### config.mk
export PLATFORM = sky130hd
export DESIGN_NAME = mmio_gpio
export DESIGN_NICKNAME = d
export VERILOG_FILES = /design/src/rtl/mmio_gpio.sv
export SDC_FILE = /design/constraint.sdc
export NUM_CORES = 1
export LEC_CHECK = 0
export ABC_CLOCK_PERIOD_IN_PS = 2800
export BUFFER_PORTS_ARGS = -buffer_cell sky130_fd_sc_hd__buf_4
export CORE_UTILIZATION = 25
export CTS_CLUSTER_SIZE = 8
export DETAILED_ROUTE_END_ITERATION = 16
export PLACE_DENSITY = 0.47
export SLEW_MARGIN = 20
export SYNTH_ARGS = -nofsm -noshare
export SYNTH_HDL_FRONTEND = slang
export SYNTH_SLANG_ARGS = --single-unit
### constraint.sdc
create_clock -name clk -period 2.8 [get_ports clk]
set_input_delay 0.14 -clock clk [delete_from_list [all_inputs] [get_ports clk]]
set_output_delay 0.14 -clock clk [all_outputs]
set_load 0.02 [all_outputs]
### src/rtl/mmio_gpio.sv
`default_nettype none
// ============================================================================
// mmio_gpio : memory-mapped LED / debounced-switch GPIO with change interrupt
// Rev 1.0
// ============================================================================
module mmio_gpio #(
   parameter logic [15:0] BASE_ADDR = 16'hC000,
   parameter int          LED_W     = 10,
   parameter int          SW_W      = 10,
   parameter int          DB_CYCLES = 50000,
   parameter logic [15:0] BAD_DATA  = 16'hDEAD
) (
   input  logic             clk,
   input  logic             rst,
   input  logic [15:0]      addr,
   input  logic             re,
   input  logic             we,
   input  logic [15:0]      wdata,
   output logic [15:0]      rdata,
   input  logic [SW_W-1:0]  sw,
   output logic [LED_W-1:0] led,
   output logic             irq
);

   localparam int                 c_cnt_w  = (DB_CYCLES > 2) ? $clog2(DB_CYCLES) : 1;
   localparam logic [c_cnt_w-1:0] c_db_max = c_cnt_w'(DB_CYCLES - 1);

   logic [SW_W-1:0]    r_sync1, r_sw_s, r_sw_prev, r_sw_db, r_chg, r_irq_en;
   logic [LED_W-1:0]   r_led;
   logic [c_cnt_w-1:0] r_cnt;
   logic               r_primed, r_irq;

   logic [15:0]        w_off;
   logic               w_hit, w_wr, w_stable, w_sat, w_load;
   logic [SW_W-1:0]    w_set, w_clr, w_chg_next, w_irq_en_next;
   logic               w_unused;

   assign w_off    = addr - BASE_ADDR;
   assign w_hit    = (w_off < 16'd4);
   assign w_wr     = we & w_hit;
   assign w_unused = &{1'b0, wdata};

   // A load needs the synchronised value to have held steady for the full window.
   assign w_stable = (r_sw_s == r_sw_prev);
   assign w_sat    = w_stable && (r_cnt == c_db_max);
   assign w_load   = w_sat && (r_sw_s != r_sw_db);

   assign w_set         = (w_load && r_primed) ? (r_sw_s ^ r_sw_db) : '0;
   assign w_clr         = (w_wr && (w_off[1:0] == 2'd2)) ? wdata[SW_W-1:0] : '0;
   assign w_chg_next    = (r_chg & ~w_clr) | w_set;
   assign w_irq_en_next = (w_wr && (w_off[1:0] == 2'd3)) ? wdata[SW_W-1:0] : r_irq_en;

   always_ff @(negedge clk or posedge rst) begin
      if (rst) begin
         r_sync1   <= '0;
         r_sw_s    <= '0;
         r_sw_prev <= '0;
         r_sw_db   <= '0;
         r_chg     <= '0;
         r_irq_en  <= '0;
         r_led     <= '0;
         r_cnt     <= '0;
         r_primed  <= 1'b0;
         r_irq     <= 1'b0;
      end else begin
         r_sync1   <= sw;
         r_sw_s    <= r_sync1;
         r_sw_prev <= r_sw_s;
         if (!w_stable)
            r_cnt <= '0;
         else if (r_cnt != c_db_max)
            r_cnt <= r_cnt + c_cnt_w'(1);
         if (w_sat)
            r_primed <= 1'b1;
         if (w_load)
            r_sw_db <= r_sw_s;
         if (w_wr && (w_off[1:0] == 2'd0))
            r_led <= wdata[LED_W-1:0];
         r_chg    <= w_chg_next;
         r_irq_en <= w_irq_en_next;
         r_irq    <= |(w_chg_next & w_irq_en_next);
      end
   end

   always_comb begin
      rdata = BAD_DATA;
      if (re && w_hit) begin
         rdata = '0;
         case (w_off[1:0])
            2'd0:    rdata[LED_W-1:0] = r_led;
            2'd1:    rdata[SW_W-1:0]  = r_sw_db;
            2'd2:    rdata[SW_W-1:0]  = r_chg;
            default: rdata[SW_W-1:0]  = r_irq_en;
         endcase
      end
   end

   assign led = r_led;
   assign irq = r_irq;

endmodule
`default_nettype wire

Yosys cells after proc, flatten, opt, wreduce, memory -nomap -nowiden
Cells that the tools add are included.

Register bits: 88. Input bits: 46. Output and inout bits: 27. Logic and storage cells: 43.

$add $sub $neg: 2. Magnitude comparators: 1. Equality and inequality tests: 8. Muxes and demuxes: 7. Bitwise gates (word level): 6. Reduce and logical (&&, ||, !) cells: 9.

Operator list (count): two-way mux 16 bit (3); two-way mux 10 bit (3); one-hot mux 10 bit (3 select lines) (1); bitwise AND 10 bit (2); adder 16 x 1 -> 16 bit (second input constant) (1); == test 16 bit (second input constant) (1); < comparator 16 x 3 -> 1 bit (second input constant) (1); != test 16 bit (second input constant) (1); subtractor 16 bit (second input constant) (1); == test 10 bit (1); != test 10 bit (1); NOT 10 bit (1); OR 10 bit (1); OR reduction 10 bit (1); XOR 10 bit (1); logical AND 1 bit (7); == test 2 bit (second input constant) (2); == test 2 x 1 -> 1 bit (second input constant) (1); logical NOT 2 bit (1); != test 2 x 1 -> 1 bit (second input constant) (1); bitwise AND 1 bit (1).

Longest topological paths before layout
Depth after elaboration: 10. Depth in mapped cells: 9. Mapped depth without buffers: 8.

==> results by group <==
Die
  • Die Ht: 129.4 um
  • I/O pin total: 73
  • Row Count: 46
  • Initial Util: 25.54%
  • Core ar.: 15,890 um2
  • Die Width: 129.4 um
  • Full die area: 16,740 um2

Power and ir drop
  • P per Cell Area: 471.8 nW/um2
  • Peak supply drop: roughly 0.26 mV
  • Leak: 2.528 nW

Clock tree
  • Worst-skew pair later-pin latency: ~0.35 ns
  • Clock root cell: clkbuf_16
  • TritonCTS clock tree: yes
  • Clock Path Buffers: 2
  • H-tree depth: 3
  • Clk pin slew, worst setup/hold paths: around 0.05 ns
  • CTS sink count: 88
  • CTS Buf Count: 9

Cells and area
  • Reg area: 2202 um2
  • ANT cells: 0
  • Fill count: around 1,600
  • Share of post-route cells with drive strength above 1: 40.55%
  • Area Overhead vs Synth: 36.00%
  • Multi-input gate area in the final layout: 1828 um2
  • Commonest non-fill, non-tap cell in the layout: buf_4
  • Most frequent cells in the layout: buf_4, dfrtn_1, nand2_1
  • Layout Nets: 481
  • Final core occ: 34.73%

Synthesis
  • Main synth FF type: dfrtn_1
  • Synthesized Nets: 373
  • Synth Instances: 326
  • Asr flop ratio synth: 100.0%
  • Synth warn: 0
  • Mean Syn Cell Area: 12.44 um2
  • Synth unique cells: 54
  • Sequential share of the synthesized area: between 50% and 60%
  • Synthesized area: between 4000 and 5000 um2
  • Count of state elements after synthesis: 88
  • Post-synth EDFFs: 0

Route
  • Met1 wire length: 4498 um
  • Top sig layer: met4
  • Met3 wire length: 509 um
  • Routed vias: 2,884
  • WL/cell: 14.44 um
  • Metal2 WL: 4280 um
  • Initial DRC Count: 83
  • Remaining antenna violation count after routing: 0
  • First-pass DRT Iterations: 4
  • DR vias/cell: approximately 4.4
  • # DRC: 0
  • Post-Route WL: 9457 um

GRT
  • Vias in the first global route: ~3,000
  • Largest net degree at the start of global routing: 89
  • Initial antenna violation count: 0
  • Remaining Overflow, GRT: 0
  • First-pass GRT wire length: about 15,000 um
  • Total GRT Usage: 12.22%

Setup path
  • Critical path, cell by cell: buf_8 -> nor4_4 -> nand4_2 -> nor3_4 -> nand2_1 -> a22o_1 -> a222oi_1 -> nand4_1
  • Worst path slowest cell: a222oi_1
  • Critical path capture point type: register
  • Kind of critical path: in -> reg
  • Critical path fanouts, max: 6
  • Worst endpoint data arrival time: 1.93 ns
  • Reg2Reg Depth: 9
  • Startpoint types: input port
  • Critical Path RT: ~1.6 ns
  • CP peak stage delay: ~0.39 ns

Placement
  • Place WS: -0.7427 ns
  • PortBufs: 65
  • Placer Congestion: 0.8559
  • DP Wirelength: 6856 um

STA
  • Slew margin rel.: 64.21%
  • Clock skew: around 0.0066 ns
  • Final Max Tran Viols: 0
  • Fin. Hold Viols: 0
  • RSZ-0062 raised after global routing: true
  • Worst-margin pin slew: 0.5369 ns
  • Worst setup margin: -0.3684 ns
  • Setup violators final: 21
  • Hold WS: 0.2950 ns

Min path
  • Worst hold path type: reg -> reg
  • Worst Hold Path Cells: 0

Flow run
  • Max_cap viols: 0

Outcome
  • Failing checks: setup timing
  • Status: finished with violations
## per-layer routing
| layer | up-vias | GRT usage [%] |
|---|---|---|
| li1 | 1365 | - |
| met1 | 1427 | 16.41 |
| met2 | 81 | 18.79 |
| met3 | 11 | 2.931 |
| met4 | 0 | 5.260 |
| met5 | - | 0 |
## path summary, 6_finish.rpt
check | startpoint | end | slack (ns)
max | addr[8] | irq | -0.37
min | r_sync1[3] | r_sw_s[3] | 0.29
max reg2reg | r_cnt[0] | irq | 0.35
min reg2reg | r_sync1[3] | r_sw_s[3] | 0.29
max in group asynchronous | rst | r_sw_db[7] | 1.17
min in group asynchronous | rst | led[3] | 1.20
## worst max-delay path: cells and delay by family
kind | cells | cell delay (ns)
and+or+nand+nor | 5 | 1.04
AOI/OAI and AO/OA | 2 | 0.64
buffers and inverters | 1 | 0.10
## repair_timing
action / 4_1_cts / 5_1_grt
endpoints found under the setup margin: 21 / 24
buffers inserted: 8 / 4
pin swaps: 5 / 1
hold buffers: 0 / 0
resized for setup: 27 / 4
## per-stage QoR
step                total power, mW  setup TNS [ns]  std cells  cell area, um2
global route                  2.717          -5.581        655            5517
CTS                           2.644          -3.681        652            5483
finish                        2.603          -4.047        655            5517
floorplan                     1.405          -2.098        326            4103
global placement              1.488          -8.905        629            5049
detailed placement            1.490          -9.175        629            5049
## flip-flops by register name, summed over array words and instances (netlist names)
name,cells
r_sw_s,10
r_cnt,16
r_chg,10
r_sync1,10
led,10
r_sw_prev,10
r_sw_db,10
r_primed,1
r_irq_en,10
irq,1
## synth_stat cells (2+ instances only)
library cell / instances / share of area, %
dfrtn_1: 88 / 54
or4_1: 2 / 0.37
nor4bb_1: 2 / 0.49
or3_1: 3 / 0.46
mux2i_1: 2 / 0.49
a21boi_1: 2 / 0.37
a21oi_1: 4 / 0.49
buf_6: 2 / 0.56
a22o_1: 7 / 1.5
a21bo_2: 3 / 0.74
mux2_1: 20 / 5.6
mux2_4: 2 / 0.74
clkbuf_1: 3 / 0.28
buf_4: 6 / 1.1
mux4_2: 10 / 5.6
buf_2: 2 / 0.25
or2_2: 6 / 0.93
nor4_4: 3 / 1.6
and3_1: 7 / 1.1
xor2_1: 9 / 1.9
and4bb_2: 2 / 0.62
nand2_1: 40 / 3.7
and4_1: 2 / 0.43
nand3_1: 8 / 0.99
nand4_1: 8 / 1.2
nor2_1: 20 / 1.9
o21ai_0: 6 / 0.74
xnor2_1: 22 / 4.8
inv_1: 7 / 0.65
nor3_1: 3 / 0.37
o21ai_1: 2 / 0.25
## cells by family (layout without fill, tap and decap cells)
group,Yosys count,after routing,synth area share (%)
compound gates,33,33,6.632
flops,88,88,54.29
other cells,1,1,0.09245
mux,35,35,12.62
xor+xnor,31,31,6.693
buf+inv,21,134,2.930
fa+ha+maj,1,1,0.3084
simple gates,116,116,16.44
## cell type report
type                            instances  share of cell area, %
Inverter                                7                 0.5443
Sequential cell                        88                  39.92
Clock buffer                            9                  4.083
Multi-Input combinational cell        217                  33.14
Tap cell                              216                  4.899
Timing Repair Buffer                  111                  16.42
Clock inverter                          7                 0.9980
## where the power goes
| group | internal (mW) | leakage, nW | switching, mW |
|---|---|---|---|
| sequential | 1.30 | 1.13 | 0.0167 |
| clock | 0.609 | 0.132 | 0.528 |
| combinational | 0.0728 | 1.26 | 0.0745 |
Note: power is estimated with default switching activity, not from simulation.
